==> src/rtl/axicb_pkg.sv <==
// axicb shared definitions: response codes, completion FSM states
// and field offsets of the packed completion channel.
package axicb_pkg;

  localparam logic [1:0] RESP_OKAY   = 2'b00;
  localparam logic [1:0] RESP_DECERR = 2'b11;

  typedef enum logic {
    IDLE,
    MR_BURST
  } cpl_state_t;

  function automatic int cch_w(int rd, int id_w, int data_w);
    return (rd != 0) ? data_w + 2 + id_w : 2 + id_w;
  endfunction

  function automatic int cch_id_off();
    return 0;
  endfunction

  function automatic int cch_resp_off(int id_w);
    return id_w;
  endfunction

  function automatic int cch_data_off(int rd, int id_w);
    return (rd != 0) ? id_w + 2 : 0;
  endfunction

endpackage

==> src/rtl/axicb_pipeline.sv <==
// axicb valid/ready register slot: full throughput, payload held
// stable while stalled. Depth 0 is a plain wire-through.
module axicb_pipeline #(
  parameter int DATA_BUS_W  = 8,
  parameter int NB_PIPELINE = 1
) (
  input  logic                  aclk,
  input  logic                  aresetn,
  input  logic                  up_valid,
  output logic                  up_ready,
  input  logic [DATA_BUS_W-1:0] up_data,
  output logic                  dn_valid,
  input  logic                  dn_ready,
  output logic [DATA_BUS_W-1:0] dn_data
);

  generate
    if (NB_PIPELINE == 0) begin : g_bypass
      assign dn_valid = up_valid;
      assign up_ready = dn_ready;
      assign dn_data  = up_data;
    end else begin : g_slot
      logic                  vq;
      logic [DATA_BUS_W-1:0] dq;

      assign up_ready = !vq || dn_ready;
      assign dn_valid = vq;
      assign dn_data  = dq;

      // slot refills whenever it is empty or being drained
      always_ff @(posedge aclk) begin
        if (!aresetn) begin
          vq <= 1'b0;
          dq <= '0;
        end else if (up_ready) begin
          vq <= up_valid;
          if (up_valid) dq <= up_data;
        end
      end
    end
  endgenerate

endmodule

==> src/rtl/axicb_slv_cpl_mux.sv <==
// axicb completion mux: forwards the granted slave R/B channel or
// builds DECERR completions for misrouted requests.
module axicb_slv_cpl_mux
  import axicb_pkg::*;
#(
  parameter int RD_PATH    = 0,
  parameter int AXI_ID_W   = 8,
  parameter int AXI_DATA_W = 32,
  parameter int SLV_NB     = 4,
  parameter int CCH_W      = cch_w(RD_PATH, AXI_ID_W, AXI_DATA_W)
) (
  input  logic                    aclk,
  input  logic                    aresetn,
  input  logic [SLV_NB-1:0]       c_grant,
  input  logic                    c_mr,
  input  logic [7:0]              c_len,
  input  logic [AXI_ID_W-1:0]     c_id,
  output logic                    c_en,
  output logic                    c_ready,
  output logic                    mr_last,
  input  logic [SLV_NB-1:0]       s_valid,
  output logic [SLV_NB-1:0]       s_ready,
  input  logic [SLV_NB-1:0]       s_last,
  input  logic [CCH_W*SLV_NB-1:0] s_ch,
  output logic                    m_valid,
  input  logic                    m_ready,
  output logic                    m_last,
  output logic [AXI_ID_W-1:0]     m_id,
  output logic [1:0]              m_resp,
  output logic [AXI_DATA_W-1:0]   m_data
);

  localparam int BUS_W    = 1 + AXI_ID_W + 2 + AXI_DATA_W;
  localparam int ID_OFF   = cch_id_off();
  localparam int RESP_OFF = cch_resp_off(AXI_ID_W);
  localparam int DATA_OFF = cch_data_off(RD_PATH, AXI_ID_W);

  logic                  slot_ready;
  logic                  acc;
  logic                  granted;
  logic                  nrm_valid;
  logic                  nrm_last;
  logic [CCH_W-1:0]      nrm_ch;
  logic [AXI_DATA_W-1:0] nrm_data;
  logic                  src_valid;
  logic                  src_last;
  logic [AXI_ID_W-1:0]   src_id;
  logic [1:0]            src_resp;
  logic [AXI_DATA_W-1:0] src_data;
  logic                  bus_last;
  logic                  move;
  logic [7:0]            cnt;
  logic [7:0]            cnt_nxt;
  cpl_state_t            state;
  cpl_state_t            state_nxt;

  assign acc     = slot_ready && aresetn;
  assign c_ready = acc;
  assign granted = |c_grant;

  // one-hot grant selects the slave channel by OR-reduction
  always_comb begin
    nrm_valid = 1'b0;
    nrm_last  = 1'b0;
    nrm_ch    = '0;
    for (int j = 0; j < SLV_NB; j++) begin
      if (c_grant[j]) begin
        nrm_valid = nrm_valid | s_valid[j];
        nrm_last  = nrm_last | s_last[j];
        nrm_ch    = nrm_ch | s_ch[j*CCH_W +: CCH_W];
      end
    end
  end

  generate
    if (RD_PATH != 0) begin : g_rd
      assign nrm_data = nrm_ch[DATA_OFF +: AXI_DATA_W];
    end else begin : g_wr
      assign nrm_data = '0;
    end
  endgenerate

  assign mr_last = c_mr && ((RD_PATH != 0) ? (cnt == c_len) : 1'b1);
  assign s_ready = (granted && !c_mr && acc) ? c_grant : '0;

  // source beat: generated DECERR on misroute, else slave payload
  always_comb begin
    src_valid = 1'b0;
    src_last  = 1'b0;
    src_id    = '0;
    src_resp  = RESP_OKAY;
    src_data  = '0;
    if (granted) begin
      if (c_mr) begin
        src_valid = 1'b1;
        src_last  = mr_last;
        src_id    = c_id;
        src_resp  = RESP_DECERR;
      end else begin
        src_valid = nrm_valid;
        src_last  = nrm_last;
        src_id    = nrm_ch[ID_OFF +: AXI_ID_W];
        src_resp  = nrm_ch[RESP_OFF +: 2];
        src_data  = nrm_data;
      end
    end
  end

  assign move     = src_valid && acc;
  assign c_en     = move && src_last;
  assign bus_last = (RD_PATH != 0) ? src_last : 1'b1;

  // next state and beat count of the current burst
  always_comb begin
    state_nxt = state;
    cnt_nxt   = cnt;
    if (move) cnt_nxt = src_last ? 8'd0 : cnt + 8'd1;
    unique case (state)
      IDLE:
        if (move && c_mr && !mr_last) state_nxt = MR_BURST;
      MR_BURST:
        if (move && src_last) state_nxt = IDLE;
    endcase
  end

  // state and counter registers
  always_ff @(posedge aclk) begin
    if (!aresetn) begin
      state <= IDLE;
      cnt   <= 8'd0;
    end else begin
      state <= state_nxt;
      cnt   <= cnt_nxt;
    end
  end

  axicb_pipeline #(
    .DATA_BUS_W  (BUS_W),
    .NB_PIPELINE (1)
  ) u_slot (
    .aclk     (aclk),
    .aresetn  (aresetn),
    .up_valid (src_valid),
    .up_ready (slot_ready),
    .up_data  ({bus_last, src_id, src_resp, src_data}),
    .dn_valid (m_valid),
    .dn_ready (m_ready),
    .dn_data  ({m_last, m_id, m_resp, m_data})
  );

endmodule
==> config.mk <==
export PLATFORM = sky130hd
export DESIGN_NAME = axicb_slv_cpl_mux
export DESIGN_NICKNAME = d
export VERILOG_FILES = /design/src/rtl/axicb_pkg.sv /design/src/rtl/axicb_pipeline.sv /design/src/rtl/axicb_slv_cpl_mux.sv
export SDC_FILE = /design/constraint.sdc
export NUM_CORES = 1
export LEC_CHECK = 0
export BUFFER_PORTS_ARGS = -buffer_cell sky130_fd_sc_hd__buf_4
export CORE_ASPECT_RATIO = 0.5
export CORE_MARGIN = 1
export CORE_UTILIZATION = 28
export DETAILED_ROUTE_END_ITERATION = 10
export PLACE_DENSITY = 0.71
export SLEW_MARGIN = 20
export SYNTH_ARGS = -nofsm -noshare
export SYNTH_HDL_FRONTEND = slang
export SYNTH_SLANG_ARGS = --single-unit
==> constraint.sdc <==
create_clock -name aclk -period 1.3 [get_ports aclk]
set_input_delay 0.325 -clock aclk [delete_from_list [all_inputs] [get_ports aclk]]
set_output_delay 0.325 -clock aclk [all_outputs]
set_load 0.02 [all_outputs]
==> impl_metrics.py, run 1 <==
metrics = {
    "outcome": {
        "status": "finished, violations left",
        "violations": "negative setup slack",
    },
    "timing": {
        "fin_setup_tns_ns": -2.13,
        "fin_ws_ns": -0.362,
        "period_share_pct": 128,
        "whs_ns": 0.460,
        "clock-skew-final_ns": 0.00328,
        "drv_slew": 0,
        "hold_viol": 0,
        "fmax_mhz": 602,
        "rsz0062_at_grt": "true",
        "setup_viol": 16,
        "period_needed_ns": 1.66,
    },
    "cells_and_area": {
        "utilization_pct": 53.9,
        "design_area_sq_um": 1930,
        "seqCellArea_sq_um": 241,
        "n_antenna_cell": 0,
        "layout-drive-gt1-share_pct": 51.5,
        "syn2layout_area_growth_pct": 75.9,
        "nets": 300,
        "multi_input_area_sq_um": 731,
        "num-fill-cells": 330,
    },
    "synthesis": {
        "postSynthAreaPerCell_sq_um": 8.25,
        "synth-seq-area-share_pct": 21.9,
        "ys_seq_elements": 12,
        "synth_cells": 133,
        "ys_types": 22,
        "syn_area_sq_um": 1100,
        "synth_warnings": 0,
    },
    "worst_setup_path": {
        "crit_path_start_kind": "input port",
        "cp_max_fo": 4,
        "startpoint": "c_grant[2]",
        "cp-end-kind": "output pin",
        "worstReg2RegEnd": "u_slot.dn_data[35]$_SDFFE_PN0P_",
        "reg2reg_depth": 6,
        "worst-setup-path-type": "input port to output pin",
        "crit_arrival_ns": 1.34,
        "reg2reg_slack_ns": -0.11,
        "r2r-start": "u_slot.dn_valid$_SDFFE_PN0N_",
        "crit_required_ns": 0.98,
    },
    "worst_hold_path": {
        "hp-start": "u_slot.dn_data[40]$_SDFFE_PN0P_",
        "hold_path.class": "flip-flop to flip-flop",
        "min_path_cells": 2,
        "hold_end": "u_slot.dn_data[40]$_SDFFE_PN0P_",
    },
    "clock_network": {
        "ctsRootBufferMaster": "clkbuf_8",
        "cts_sinks": 12,
        "cts_tree": "yes",
        "cts.clk_slew.worst_paths_ns": 0.05,
        "htree_levels": 1,
        "cts_buffer_depth": 2,
        "numCtsBuffers": 3,
        "ctsHoldBuffers": 0,
        "clock_latency_ns": 0.24,
    },
    "placement": {
        "portBuffers": 82,
        "gp_congestion": 0.907,
        "place_area_sq_um": 1750,
        "dpl.hpwl_microns": 2880,
    },
    "drt": {
        "drtIter0Drc": 48,
        "vias": 1289,
        "route.detailed.drc": 0,
        "routed_wl_microns": 3680,
        "ant_nets": 0,
        "first_pass_iters": 5,
        "viasPerCell": 4.64,
        "wire_per_inst_microns": 13.2,
    },
    "die": {
        "core.rowCount": 15,
        "dieWidth_microns": 90.5,
        "die_h_microns": 46.3,
        "ios": 123,
        "dieArea_sq_um": 4190,
        "core_area_sq_um": 3580,
        "initial_core_util_pct": 30.6,
    },
    "pwr": {
        "power_frac_comb_pct": 46.0,
        "switchingPower_mw": 0.500,
        "power_frac_seq_pct": 28.0,
        "peakVddDrop_mv": 0.338,
        "cellPowerDensity_nw_per_um2": 801,
        "p_leak_nw": 0.988,
        "swShare_pct": 32.3,
        "p_clk_share_pct": 26.0,
        "p_int_mw": 1.05,
    },
    "grt": {
        "first_global_vias": 1218,
        "track_usage_pct": 17.3,
        "grt_pass1_wl_microns": 5550,
        "antenna_found_initial": 0,
        "overflow": 0,
        "grt_max_degree": 20,
    },
    "flow_run": {
        "drv_cap": 0,
    },
}
-- sequential cells by signal, summed over array words and instances (netlist names) --
register and flops:
u_slot.dn_data 11, u_slot.dn_valid 1
-- how the worst max path moves through the flow --
| stage | slack (ns) | end |
|---|---|---|
| final | -0.36 | c_en |
| after global routing | -0.39 | c_en |
| after CTS | -0.32 | c_en |
| after detailed placement | -0.35 | c_en |
| after global placement | -0.32 | c_en |
| after floorplan | -0.07 | c_en |
-- stage by stage --
step,std cells,power (mW),setup slack [ns]
2_1_floorplan,164,0.853,-0.0709
3_3_place_gp,271,1.08,-0.322
3_5_place_dp,271,1.09,-0.354
4_1_cts,278,1.55,-0.316
5_1_grt,278,1.64,-0.390
6_report,278,1.55,-0.362
-- cells by family after synthesis --
| kind of cell | share of synthesized area [%] |
|---|---|
| AO/OA/AOI/OAI | 28.5 |
| buffers and inverters | 27.0 |
| flip-flops | 21.9 |
| multiplexers | 9.12 |
| other | 0.342 |
| AND/OR/NAND/NOR | 13.1 |
-- area by class of cell --
class / count / area share [%]
Multi-Input combinational cell: 108 / 37.8
Sequential cell: 12 / 12.5
Tap cell: 51 / 3.31
Clock buffer: 4 / 2.85
Timing Repair Buffer: 101 / 43.1
Inverter: 2 / 0.389
-- metal layers --
metal	vias to the layer above	global-route usage [%]	part of all wire, %
met5	-	0	0
met4	0	6.45	1.7
met3	8	5.78	6.7
met2	59	33.0	51
met1	610	18.6	41
li1	612	-	-
-- what timing repair did --
| item | in CTS | in global routing |
|---|---|---|
| setup buffers | 5 | 2 |
| setup endpoints to repair | 16 | 17 |
| resized for setup | 15 | 7 |
| cloned | 1 | 0 |
| pin swaps | 9 | 9 |
-- synthesized netlist by cell type, drive strengths merged --
library cell / n / share of area, %
buf: 34 / 24
a222oi: 4 / 3.6
o311ai: 8 / 6.4
mux2i: 10 / 9.1
nor2: 1 / 0.34
a21o: 2 / 1.4
nor2b: 1 / 0.57
a211o: 1 / 0.91
and2: 4 / 2.3
nor3: 1 / 0.46
nand2: 11 / 3.8
clkbuf: 8 / 2.7
o21a: 1 / 0.68
inv: 2 / 0.68
a22o: 16 / 13
and3: 1 / 0.57
a21oi: 6 / 2.7
dfxtp: 12 / 22
nand2b: 8 / 4.6
nor4: 1 / 0.57
conb: 1 / 0.34
-- power groups by stage --
stage | registers [mW] | clock network [mW] | logic (mW)
floorplan | 0.491 | 0 | 0.362
global placement | 0.438 | 0 | 0.639
detailed placement | 0.440 | 0 | 0.649
CTS | 0.434 | 0.410 | 0.702
global route | 0.438 | 0.439 | 0.758
finish | 0.433 | 0.403 | 0.711
-- cell usage in the layout, fill, tap and decap left out, drive strengths merged, types with 6 or more instances in the layout --
cell type and n:
a21oi 6, a22o 16, buf 101, conb 32, dfxtp 12, mux2i 10, nand2 11, nand2b 8
o311ai 8
-- critical path, stage by stage --
cell      delay [ns]
buf_8           0.10
a222oi_1        0.42
a21oi_1         0.16
and3_4          0.20
buf_6           0.13
No activity file was read; power rests on OpenSTA's default activity.
==> run 2, diff against run 1 <==
--- a/config.mk
+++ b/config.mk
@@ -8,9 +8,9 @@
 export BUFFER_PORTS_ARGS = -buffer_cell sky130_fd_sc_hd__buf_4
 export CORE_ASPECT_RATIO = 0.5
 export CORE_MARGIN = 1
-export CORE_UTILIZATION = 28
+export CORE_UTILIZATION = 31
 export DETAILED_ROUTE_END_ITERATION = 10
-export PLACE_DENSITY = 0.71
+export PLACE_DENSITY = 0.77
 export SLEW_MARGIN = 20
 export SYNTH_ARGS = -nofsm -noshare
 export SYNTH_HDL_FRONTEND = slang
==> run 2 against run 1 <==
Net effect:
- the flow still finishes with violations (negative setup slack)
- fmax fell by 3.3%
- first-iteration DRC count rose by 8.3%
- hold slack got worse by 0.014 ns
- sequential power barely moved
- non-clock buffer count rose by 1
- routed wire length rose by 12%
- flip-flop and latch count did not move
- cell area fell by 0.32%
- clock power rose by 2%
- critical endpoint unchanged
- largest power group unchanged
==> impl_metrics.py, run 2 (synthesis gave the netlist of run 1 again) <==
metrics = {
    "drt": {
        "route.detailed.drc": 0,
        "drtIter0Drc": 52,
        "viasPerCell": 4.75,
        "ant_nets": 0,
        "first_pass_iters": 4,
        "routed_wl_microns": 4130,
        "wire_per_inst_microns": 15.0,
        "vias": 1311,
    },
    "clock_network": {
        "ctsHoldBuffers": 0,
        "cts.clk_slew.worst_paths_ns": 0.06,
        "clock_latency_ns": 0.24,
        "cts_sinks": 12,
        "cts_buffer_depth": 2,
        "ctsRootBufferMaster": "clkbuf_8",
        "numCtsBuffers": 3,
        "cts_tree": "yes",
        "htree_levels": 1,
    },
    "placement": {
        "gp_congestion": 0.884,
        "portBuffers": 82,
        "place_area_sq_um": 1760,
        "dpl.hpwl_microns": 2930,
    },
    "cells_and_area": {
        "num-fill-cells": 274,
        "design_area_sq_um": 1920,
        "syn2layout_area_growth_pct": 75.4,
        "layout-drive-gt1-share_pct": 50.9,
        "largest_reg_flops": 11,
        "final_common_cell": "buf_4",
        "nets": 301,
        "n_antenna_cell": 0,
        "final_cell_mix": "buf_4, conb_1, a22o_1",
    },
    "grt": {
        "grt_pass1_wl_microns": 6220,
        "track_usage_pct": 21.9,
        "first_global_vias": 1230,
        "grt_max_degree": 20,
        "antenna_found_initial": 0,
        "overflow": 0,
    },
    "timing": {
        "period_needed_ns": 1.72,
        "drv_slew": 0,
        "rsz0062_at_grt": "true",
        "fin_ws_ns": -0.418,
        "period_share_pct": 132,
        "hold_viol": 0,
        "fmax_mhz": 582,
        "setup_viol": 15,
        "clock-skew-final_ns": 0.000768,
    },
    "worst_setup_path": {
        "cp_max_fo": 2,
        "cp_cell_sequence": "buf_6 > a222oi_1 > a21oi_1 > and3_4 > buf_6",
        "crit_top_cell": "buf_6",
        "critPathTopFamily": "compound AO/OA/AOI/OAI gates",
        "cp-endpoint": "c_en",
        "slowest_stage": "a222oi_1",
        "r2r-start": "u_slot.dn_valid$_SDFFE_PN0N_",
        "crit_required_ns": 0.98,
        "crit_buf_inv": 2,
        "reg2reg_slack_ns": -0.01,
        "reg2reg_depth": 5,
        "startpoint": "s_valid[2]",
        "worstReg2RegEnd": "u_slot.dn_data[35]$_SDFFE_PN0P_",
        "crit_arrival_ns": 1.39,
        "cp-end-kind": "output pin",
        "max_stage_delay_ns": 0.45,
        "crit_path_start_kind": "input port",
        "worst-setup-path-type": "input port to output pin",
        "cp.depth": 5,
    },
    "outcome": {
        "status": "finished, violations left",
        "violations": "negative setup slack",
    },
    "pwr": {
        "peakVddDrop_mv": 0.437,
        "cellPowerDensity_nw_per_um2": 814,
        "p_clk_share_pct": 26.3,
        "p_leak_nw": 0.993,
        "power_frac_comb_pct": 46.0,
        "power_frac_seq_pct": 27.7,
        "p_int_mw": 1.05,
        "switchingPower_mw": 0.518,
        "total_power_mw": 1.57,
        "swShare_pct": 33.0,
    },
    "flow_run": {
        "drv_cap": 0,
    },
    "die": {
        "dieWidth_microns": 86.1,
        "ios": 123,
        "dieArea_sq_um": 3800,
        "die_h_microns": 44.1,
        "core_area_sq_um": 3190,
        "core.rowCount": 14,
        "initial_core_util_pct": 34.4,
    },
    "worst_hold_path": {
        "hold_path.class": "flip-flop to flip-flop",
    },
}
## run 2: cell types whose count changed in the layout (fill, tap and decap cells not counted), sizes merged
cell,previous run,this run
buf,101,102
## run 2: area by class of cell
cell class / instances / area [sq um] / share of cell area [%]
Timing Repair Buffer: 102 / 840 / 43.6
Multi-Input combinational cell: 108 / 721 / 37.5
Sequential cell: 12 / 241 / 12.5
Tap cell: 48 / 60.1 / 3.12
Clock buffer: 4 / 55.1 / 2.86
Inverter: 2 / 7.51 / 0.390
## run 2: routing by layer
metal  global-route usage, %  wire length, microns  vias up
met4                    12.0                   127        0
met5                       0                     0        -
met1                    25.4                  1690      617
met2                    40.0                  2080       72
met3                    3.73                   243       12
li1                        -                     -      610
## run 2: power groups by stage
| stage | registers, mW | logic, mW | clock network (mW) |
|---|---|---|---|
| floorplan | 0.491 | 0.362 | 0 |
| global placement | 0.439 | 0.638 | 0 |
| detailed placement | 0.440 | 0.648 | 0 |
| CTS | 0.433 | 0.708 | 0.414 |
| global route | 0.441 | 0.759 | 0.454 |
| finish | 0.435 | 0.720 | 0.412 |
## run 2: what timing repair did
item | 4_1_cts | 5_1_grt
cloned | 1 | 0
setup endpoints to repair | 16 | 18
gates resized for setup | 15 | 5
buffers inserted | 7 | 1
pin swaps | 8 | 10
## run 2: worst min-delay path by stage
stage / start / to / slack [ns] / cells past startpoint
after detailed placement: u_slot.dn_data[42]$_SDFFE_PN0P_ / u_slot.dn_data[42]$_SDFFE_PN0P_ / 0.44 / 2
final: u_slot.dn_data[42]$_SDFFE_PN0P_ / u_slot.dn_data[42]$_SDFFE_PN0P_ / 0.45 / 2
after floorplan: u_slot.dn_data[42]$_SDFFE_PN0P_ / u_slot.dn_data[42]$_SDFFE_PN0P_ / 0.52 / 2
after CTS: u_slot.dn_data[42]$_SDFFE_PN0P_ / u_slot.dn_data[42]$_SDFFE_PN0P_ / 0.45 / 2
after global placement: u_slot.dn_data[42]$_SDFFE_PN0P_ / u_slot.dn_data[42]$_SDFFE_PN0P_ / 0.44 / 2
after global routing: u_slot.dn_data[42]$_SDFFE_PN0P_ / u_slot.dn_data[42]$_SDFFE_PN0P_ / 0.47 / 2
## run 2: per-stage QoR
step           std cells  setup WS, ns  utilization (%)  hold slack [ns]  TNS, ns
2_1_floorplan        164       -0.0709                -            0.522  -0.0709
3_3_place_gp         269        -0.321             55.1            0.436    -2.24
3_5_place_dp         269        -0.361             55.1            0.438    -2.62
4_1_cts              278        -0.320             60.4            0.449    -1.24
5_1_grt              276        -0.464             60.4            0.473    -2.60
6_report             276        -0.418             60.4            0.446    -1.88
## run 2: worst min-delay path, cell delays in order, from the launching register on
cell and delay (ns):
dfxtp_1 0.31, inv_1 0.05, a21oi_1 0.05
